### config.mk
export PLATFORM = sky130hd
export DESIGN_NAME = ball_collision_ctrl
export DESIGN_NICKNAME = d
export VERILOG_FILES = /design/src/rtl/ball_collision_ctrl.sv
export SDC_FILE = /design/constraint.sdc
export NUM_CORES = 1
export LEC_CHECK = 0
export ABC_AREA = 0
export BUFFER_PORTS_ARGS = -buffer_cell sky130_fd_sc_hd__buf_2
export CAP_MARGIN = 20
export CORE_MARGIN = 2
export CORE_UTILIZATION = 45
export DETAILED_ROUTE_END_ITERATION = 6
export PLACE_DENSITY = 0.72
export SLEW_MARGIN = 25
export SYNTH_ARGS = -nofsm -noshare
export SYNTH_HDL_FRONTEND = slang
export SYNTH_SLANG_ARGS = --single-unit
### constraint.sdc
create_clock -name clk -period 3.11 [get_ports clk]
set_input_delay 0 -clock clk [delete_from_list [all_inputs] [get_ports clk]]
set_output_delay 0 -clock clk [all_outputs]
set_load 0.02 [all_outputs]
### src/rtl/ball_collision_ctrl.sv
// Collision write scheduler for the billiard ball units.
// Wall reflections and equal-mass pair swaps are sent over one shared velocity bus.
module ball_collision_ctrl #(
  parameter int NUM_BALLS = 4,
  parameter int IDX_W     = $clog2(NUM_BALLS)
) (
  input  logic                     clk,
  input  logic                     resetN,
  input  logic                     startOfFrame,
  input  logic [NUM_BALLS-1:0]     wallHitX,
  input  logic [NUM_BALLS-1:0]     wallHitY,
  input  logic [NUM_BALLS*11-1:0]  velX_in,
  input  logic [NUM_BALLS*11-1:0]  velY_in,
  input  logic                     pairReq,
  input  logic [IDX_W-1:0]         pairA,
  input  logic [IDX_W-1:0]         pairB,
  output logic                     pairAck,
  output logic [NUM_BALLS-1:0]     velocityWriteEnable,
  output logic signed [10:0]       outVelocityX,
  output logic signed [10:0]       outVelocityY,
  output logic                     busy
);

  localparam int NSLOT = 1 << IDX_W;

  typedef enum logic [2:0] {
    IDLE,
    WALL_WR,
    PAIR_CAP,
    PAIR_WR_A,
    PAIR_WR_B,
    PAIR_ACK
  } state_t;

  state_t state;

  logic [NUM_BALLS-1:0] pendX;
  logic [NUM_BALLS-1:0] pendY;
  logic [NUM_BALLS-1:0] mask;
  logic [NUM_BALLS-1:0] pendXNx;
  logic [NUM_BALLS-1:0] pendYNx;
  logic [NUM_BALLS-1:0] maskNx;
  logic [NUM_BALLS-1:0] pendAny;

  logic [IDX_W-1:0] wIdx;
  logic [IDX_W-1:0] aIdx;
  logic [IDX_W-1:0] bIdx;
  logic [IDX_W-1:0] lowIdx;

  logic signed [10:0] vAx;
  logic signed [10:0] vAy;
  logic signed [10:0] vBx;
  logic signed [10:0] vBy;

  logic signed [10:0] vx [NSLOT];
  logic signed [10:0] vy [NSLOT];
  logic [NSLOT-1:0]   slotOk;
  logic [NSLOT-1:0]   maskExt;

  logic wrGo;
  logic wallWr;
  logic wrA;
  logic wrB;
  logic pairBad;

  function automatic logic signed [10:0] satNeg(
    input logic signed [10:0] v
  );
    return (v == -11'sd1024) ? 11'sd1023 : -v;
  endfunction

  function automatic logic [NUM_BALLS-1:0] sel(
    input logic [IDX_W-1:0] i
  );
    return NUM_BALLS'(1) << i;
  endfunction

  // Pad per-ball views to a power of two so any index is safe to look up.
  always_comb begin
    for (int i = 0; i < NSLOT; i++) begin
      vx[i]      = '0;
      vy[i]      = '0;
      slotOk[i]  = 1'b0;
      maskExt[i] = 1'b0;
    end
    for (int i = 0; i < NUM_BALLS; i++) begin
      vx[i]      = velX_in[11*i +: 11];
      vy[i]      = velY_in[11*i +: 11];
      slotOk[i]  = 1'b1;
      maskExt[i] = mask[i];
    end
  end

  assign pendAny = pendX | pendY;

  always_comb begin
    lowIdx = '0;
    for (int i = NUM_BALLS - 1; i >= 0; i--) begin
      if (pendAny[i]) lowIdx = IDX_W'(i);
    end
  end

  assign pairBad = (pairA == pairB)
                 | ~slotOk[pairA]
                 | ~slotOk[pairB]
                 | maskExt[pairA]
                 | maskExt[pairB];

  assign wrGo   = ~startOfFrame;
  assign wallWr = (state == WALL_WR)   & wrGo;
  assign wrA    = (state == PAIR_WR_A) & wrGo;
  assign wrB    = (state == PAIR_WR_B) & wrGo;

  assign pairAck = (state == PAIR_ACK);
  assign busy    = (state != IDLE);

  always_comb begin
    velocityWriteEnable = '0;
    outVelocityX        = '0;
    outVelocityY        = '0;
    unique case (1'b1)
      wallWr: begin
        velocityWriteEnable = sel(wIdx);
        outVelocityX = pendX[wIdx] ? satNeg(vx[wIdx]) : vx[wIdx];
        outVelocityY = pendY[wIdx] ? satNeg(vy[wIdx]) : vy[wIdx];
      end
      wrA: begin
        velocityWriteEnable = sel(aIdx);
        outVelocityX = vBx;
        outVelocityY = vBy;
      end
      wrB: begin
        velocityWriteEnable = sel(bIdx);
        outVelocityX = vAx;
        outVelocityY = vAy;
      end
      default: ;
    endcase
  end

  // A write's clear beats a same-cycle hit; a mask set beats the frame clear.
  always_comb begin
    pendXNx = pendX | (wallHitX & ~mask);
    pendYNx = pendY | (wallHitY & ~mask);
    maskNx  = startOfFrame ? '0 : mask;
    if (wallWr) begin
      pendXNx = pendXNx & ~sel(wIdx);
      pendYNx = pendYNx & ~sel(wIdx);
      maskNx  = maskNx | sel(wIdx);
    end
    if (wrB) begin
      maskNx = maskNx | sel(aIdx) | sel(bIdx);
    end
  end

  always_ff @(posedge clk or negedge resetN) begin
    if (!resetN) begin
      state <= IDLE;
      pendX <= '0;
      pendY <= '0;
      mask  <= '0;
      wIdx  <= '0;
      aIdx  <= '0;
      bIdx  <= '0;
      vAx   <= '0;
      vAy   <= '0;
      vBx   <= '0;
      vBy   <= '0;
    end else begin
      pendX <= pendXNx;
      pendY <= pendYNx;
      mask  <= maskNx;
      unique case (state)
        IDLE: begin
          if (|pendAny) begin
            wIdx  <= lowIdx;
            state <= WALL_WR;
          end else if (pairReq && pairBad) begin
            state <= PAIR_ACK;
          end else if (pairReq) begin
            state <= PAIR_CAP;
          end
        end
        WALL_WR: begin
          if (wrGo) state <= IDLE;
        end
        PAIR_CAP: begin
          aIdx  <= pairA;
          bIdx  <= pairB;
          vAx   <= vx[pairA];
          vAy   <= vy[pairA];
          vBx   <= vx[pairB];
          vBy   <= vy[pairB];
          state <= PAIR_WR_A;
        end
        PAIR_WR_A: begin
          if (wrGo) state <= PAIR_WR_B;
        end
        PAIR_WR_B: begin
          if (wrGo) state <= PAIR_ACK;
        end
        PAIR_ACK: begin
          state <= IDLE;
        end
        default: begin
          state <= IDLE;
        end
      endcase
    end
  end

endmodule

After elaboration in Yosys (flattened, before gate mapping)
Cells that the tools add are included.
- $lt $le $gt $ge: 6
- reductions and logical operators: 6
- add/subtract/negate cells: 2
- multiplexer cells: 53
- bitwise operators: 25
- shift-type cells: 3
- equal/unequal tests: 12
- operators with widths (cell ; number):
    11-bit 2-to-1 mux ; 16
    11-bit binary-select mux with 2-bit select ; 6
    11-bit one-hot mux with 3 select lines ; 2
    4-bit bitwise OR ; 6
    11-bit == test, second input constant ; 2
    11-bit negation ; 2
    4-bit 2-to-1 mux ; 5
    3-bit 2-to-1 mux ; 6
    4-bit bitwise AND ; 4
    3-bit one-hot mux with 5 select lines ; 1
    1-bit binary-select mux with 2-bit select ; 6
    4-bit one-hot mux with 3 select lines ; 1
    1-bit by 2-bit << shifter with 4-bit output, first input constant ; 3
    3-bit greater-or-equal comparator, second input constant ; 3
    2-bit by 3-bit less-than comparator with 1-bit output, second input constant ; 3
    2-bit NOT with 3-bit output ; 3
    2-bit 2-to-1 mux ; 4
    4-bit NOT ; 2
    3-bit by 2-bit == test with 1-bit output, second input constant ; 2
    3-bit == test, second input constant ; 2
    1-bit 2-to-1 mux ; 6
    2-bit != test, second input constant ; 3
    4-bit != test, second input constant ; 1
    1-bit bitwise OR ; 4
    other kinds (10) ; 14
- logic and storage cells: 118
- output and inout bits: 28
- flip-flop bits (word level): 65

Depth between registers and ports, before layout
- depth in word-level cells: 11
- depth in mapped cells: 9
- mapped depth without buffers: 8

Worst setup path before layout
OpenSTA, ideal clock, no wires.
- kind: register to output
- start: register wIdx[0]
- end: output port outVelocityX[5]
- arrival: 2.647 ns
- path buffers: 1
- setup slack: 0.463 ns
- stages on the path, launching flop included: 10
- path through: dfrtp_1 buf_4 mux4_2 inv_1 ha_1 inv_1 or3_1 nor4b_4 nor2_1 a21oi_1
- cells in the longest elaborated chain, start to end: 8
- elaborated cells on any way between the ends: 11
- RTL lines (what ; RTL line ; source):
    start: declaration ; 45 ; logic [IDX_W-1:0] wIdx;
    start signal: assignment ; 176 ; wIdx <= lowIdx;
    2-bit NOT with 3-bit output (implied by the code) ; 124 ; outVelocityX = pendX[wIdx] ? satNeg(vx[wIdx]) : vx[wIdx];
    11-bit binary-select mux with 2-bit select ; 124 ;
    11-bit 2-to-1 mux (implied by the code) (2 in a row) ; 124 ;
    11-bit negation / 11-bit == test (equally long branches) ; 69 ; return (v == -11'sd1024) ? 11'sd1023 : -v;
    11-bit 2-to-1 mux ; 69 ;
    11-bit 2-to-1 mux (*) ; 124 ;
    11-bit one-hot mux with 3 select lines (*) ; 121 ; unique case (1'b1)
    end: declaration ; 19 ; output logic signed [10:0] outVelocityX,
Mark *: on every way between the ends. The rest lies on a longest branch, timed or not. The select of a mux whose other input is x is not followed.

Final worst setup path
- start: register wIdx[0]
- end: output port outVelocityY[6]
- cells in the longest elaborated chain, start to end: 8
- elaborated cells on any way between the ends: 11
- RTL lines (what ; RTL line ; source):
    2-bit NOT with 3-bit output (implied by the code) ; 125 ; outVelocityY = pendY[wIdx] ? satNeg(vy[wIdx]) : vy[wIdx];
    11-bit binary-select mux with 2-bit select ; 125 ;
    11-bit 2-to-1 mux (implied by the code) (2 in a row) ; 125 ;
    11-bit negation / 11-bit == test (equally long branches) ; 69 ;
    11-bit 2-to-1 mux ; 69 ;
    11-bit 2-to-1 mux (*) ; 125 ;
    11-bit one-hot mux with 3 select lines (*) ; 121 ;
    end: declaration ; 20 ; output logic signed [10:0] outVelocityY,
Marks and branches as above.

==> results.toml <==
[status]
status = "finished clean"

[setup_path]
path_delay_family = "simple AND/OR/NAND/NOR gates"
end_kind = "output port"
crit_required_ns = 3.11
slowest_delay_ns = 0.69
crit_chain = "buf_4 > mux4_1 > nor4_4 > nand3_2 > or3_4 > a31oi_1 > buf_2"
worstSetupPathType = "reg2out"
cp-start-kind = "register"
crit_slowest_cell = "mux4_1"
cp_num_cells = 7
reg2reg_depth = 5
worst-path-buf-inv = 2
crit_fanout = 9
cp.arrival_ns = 3.06

[detailed_routing]
drt_first_pass_iters = 6
routed_wl_mm = 15.5
drc = 0
vias_per_cell = 6.37
drtIter0Drc = 396
drtAntennaViolNets = 0
wl_per_cell_um = 21.6
num_vias = 4551

[floorplan]
start_util = 0.463
dieArea_sq_mm = 0.0126
num_rows = 39
die_y_um = 112
ios = 132
die_w_um = 112
core_area_sq_mm = 0.0114

[yosys]
async_reset_ff_frac = 1.00
synth_seq_cells = 65
syn_inst = 434
syn-num-nets = 540
synth_edf_count = 0
yosys_most_used_dff = "dfrtp_1"
ys_warn_count = 0
avgSynthCellArea_sq_um = 12.2
syn_area_sq_mm = 0.00529
ys_seq_area_frac = 0.308
synth_cell_type_count = 55

[final_layout]
drive_above_1_share = 0.523
syn_to_final_growth_pct = 25.2
post-route-cell-area_sq_mm = 0.00662
layout_common_cells = "buf_2, mux4_2, dfrtp_1"
stdcell_count = 715
diodes = 0
layout_commonest_cell = "buf_2"
nNetsFinal = 673

[placement]
port_buffers = 131
gp_congestion = 0.906
place_ws_ns = 0.244
dp_hpwl_mm = 11.0
placed_area_sq_mm = 0.00610
dp.cells = 685

[grt]
grt_start_max_net_pins = 51
grt_overflow_total = 0
grt_pass1_wl_mm = 24.2
track_usage = 0.248
grt_pass1_vias = 4510
antenna_found_initial = 0

[clock_tree]
cts_root_buf = "clkbuf_16"
cts_tree = "done"
clkSinkCount = 65
clk_latency_ns = 0.34
ctsLongestPathBuffers = 2
path_clk_slew_ns = 0.05
htreeDepth = 3
cts_buffers = 9

[timing]
rsz0062_at_grt = "yes"
clock.fmax_ghz = 0.327
setup_viol = 0
timing.final.crit_share = 0.984
finalWorstSetupSlack_ns = 0.0507
relSlewSlack = 0.465
fin_crit_ns = 3.06
finalHoldViolations = 0
tightest_slew_ns = 0.802
finalMaxSlewViolations = 0
finClkSkew_ns = 0.00381
holdWs_ns = 0.0247

[power_and_ir_drop]
power.density_mw_per_mm2 = 537
power_uw = 3550
ir_worst_vdd_v = 0.000365
leakage_uw = 0.00285

[hold_path]
min_path_type = "in2reg"
hold_depth = 3

[job]
max-cap-violations = 0
synthesized netlist by cell type (3+ instances only):
master / n / share of area
mux2_2: 47 / 0.10
nor3_1: 9 / 0.0085
o21ai_0: 12 / 0.011
buf_1: 7 / 0.0050
clkbuf_1: 23 / 0.016
a22o_1: 4 / 0.0066
or4_1: 3 / 0.0043
a21oi_1: 23 / 0.022
mux4_2: 65 / 0.28
o31ai_1: 9 / 0.013
dfrtp_1: 65 / 0.31
nand2_1: 20 / 0.014
or3_1: 4 / 0.0047
nor2_1: 25 / 0.018
xor2_1: 9 / 0.015
a22oi_1: 12 / 0.017
and2_1: 3 / 0.0036
a221o_1: 5 / 0.0095
inv_1: 13 / 0.0092
mux4_1: 5 / 0.025
xnor2_1: 7 / 0.012
o221ai_1: 3 / 0.0050
nor3b_1: 3 / 0.0043
buf_2: 4 / 0.0038
o21ai_1: 6 / 0.0057
a31oi_1: 9 / 0.011
nand2b_1: 4 / 0.0047
layer usage:
| metal | global-route usage | up-vias | share of wire |
|---|---|---|---|
| met5 | 0 | - | 0 |
| met4 | 0.0878 | 0 | 0.022 |
| met3 | 0.0432 | 27 | 0.071 |
| met2 | 0.402 | 199 | 0.50 |
| met1 | 0.340 | 2319 | 0.41 |
| li1 | - | 2006 | - |
metrics by stage:
stage               TNS [ns]   util
floorplan                  0      -
global placement           0  0.534
detailed placement         0  0.534
CTS                        0  0.575
global route         -0.0537  0.580
finish                     0  0.580
final timing paths:
| check | from | end | slack, ns |
|---|---|---|---|
| max | wIdx[0]$_DFFE_PN0P_ | outVelocityY[6] | 0.05 |
| min reg2reg | vBy[8]$_DFFE_PN0N_ | vBy[8]$_DFFE_PN0N_ | 0.51 |
| min in group asynchronous | resetN | vBy[4]$_DFFE_PN0N_ | 0.24 |
| max reg2reg | state[0]$_DFFE_PN0P_ | mask[1]$_DFF_PN0_ | 0.91 |
| min | pairReq | state[2]$_DFFE_PN0P_ | 0.02 |
| max in group asynchronous | resetN | pendX[0]$_DFF_PN0_ | 2.18 |
logic make-up after synthesis:
group | Yosys count | share of synthesized area
AOI/OAI and AO/OA | 92 | 0.116
xor gates and xnor gates | 16 | 0.0265
adders and majority gates | 2 | 0.00473
buffers and inverters | 50 | 0.0400
DFF | 65 | 0.308
muxes | 119 | 0.406
and+or+nand+nor | 90 | 0.0996
sequential cells by signal (all words and copies together) (netlist names):
name	cells
aIdx	2
bIdx	2
mask	4
pendX	4
pendY	4
state	3
vAx	11
vAy	11
vBx	11
vBy	11
wIdx	2
power breakdown:
part / internal, uW / total [uW] / switching [uW]
clock: 803 / 1180 / 377
sequential: 939 / 1020 / 77.5
combinational: 630 / 1360 / 727
total: 2370 / 3550 / 1180
tightest hold or removal path, delay by kind of cell:
kind | cells | cell delay [ns]
compound gates | 2 | 0.20
buf+inv | 1 | 0.12
what timing repair did:
item                                    in CTS  in global routing
hold endpoints to repair                    58                  0
endpoints found under the setup margin      11                 12
buffers inserted                             2                  2
gates resized for setup                      2                 11
hold buffers                                10                  0
pin swaps                                    1                  1
final cells by class:
| class | instances | area [sq um] |
|---|---|---|
| Sequential cell | 65 | 1630 |
| Clock inverter | 5 | 103 |
| Tap cell | 143 | 179 |
| Multi-Input combinational cell | 319 | 3490 |
| Clock buffer | 11 | 243 |
| Fill cell | 1000 | 4800 |
| Timing Repair Buffer | 159 | 926 |
| Inverter | 13 | 48.8 |
No activity file was read; power rests on OpenSTA's default activity.
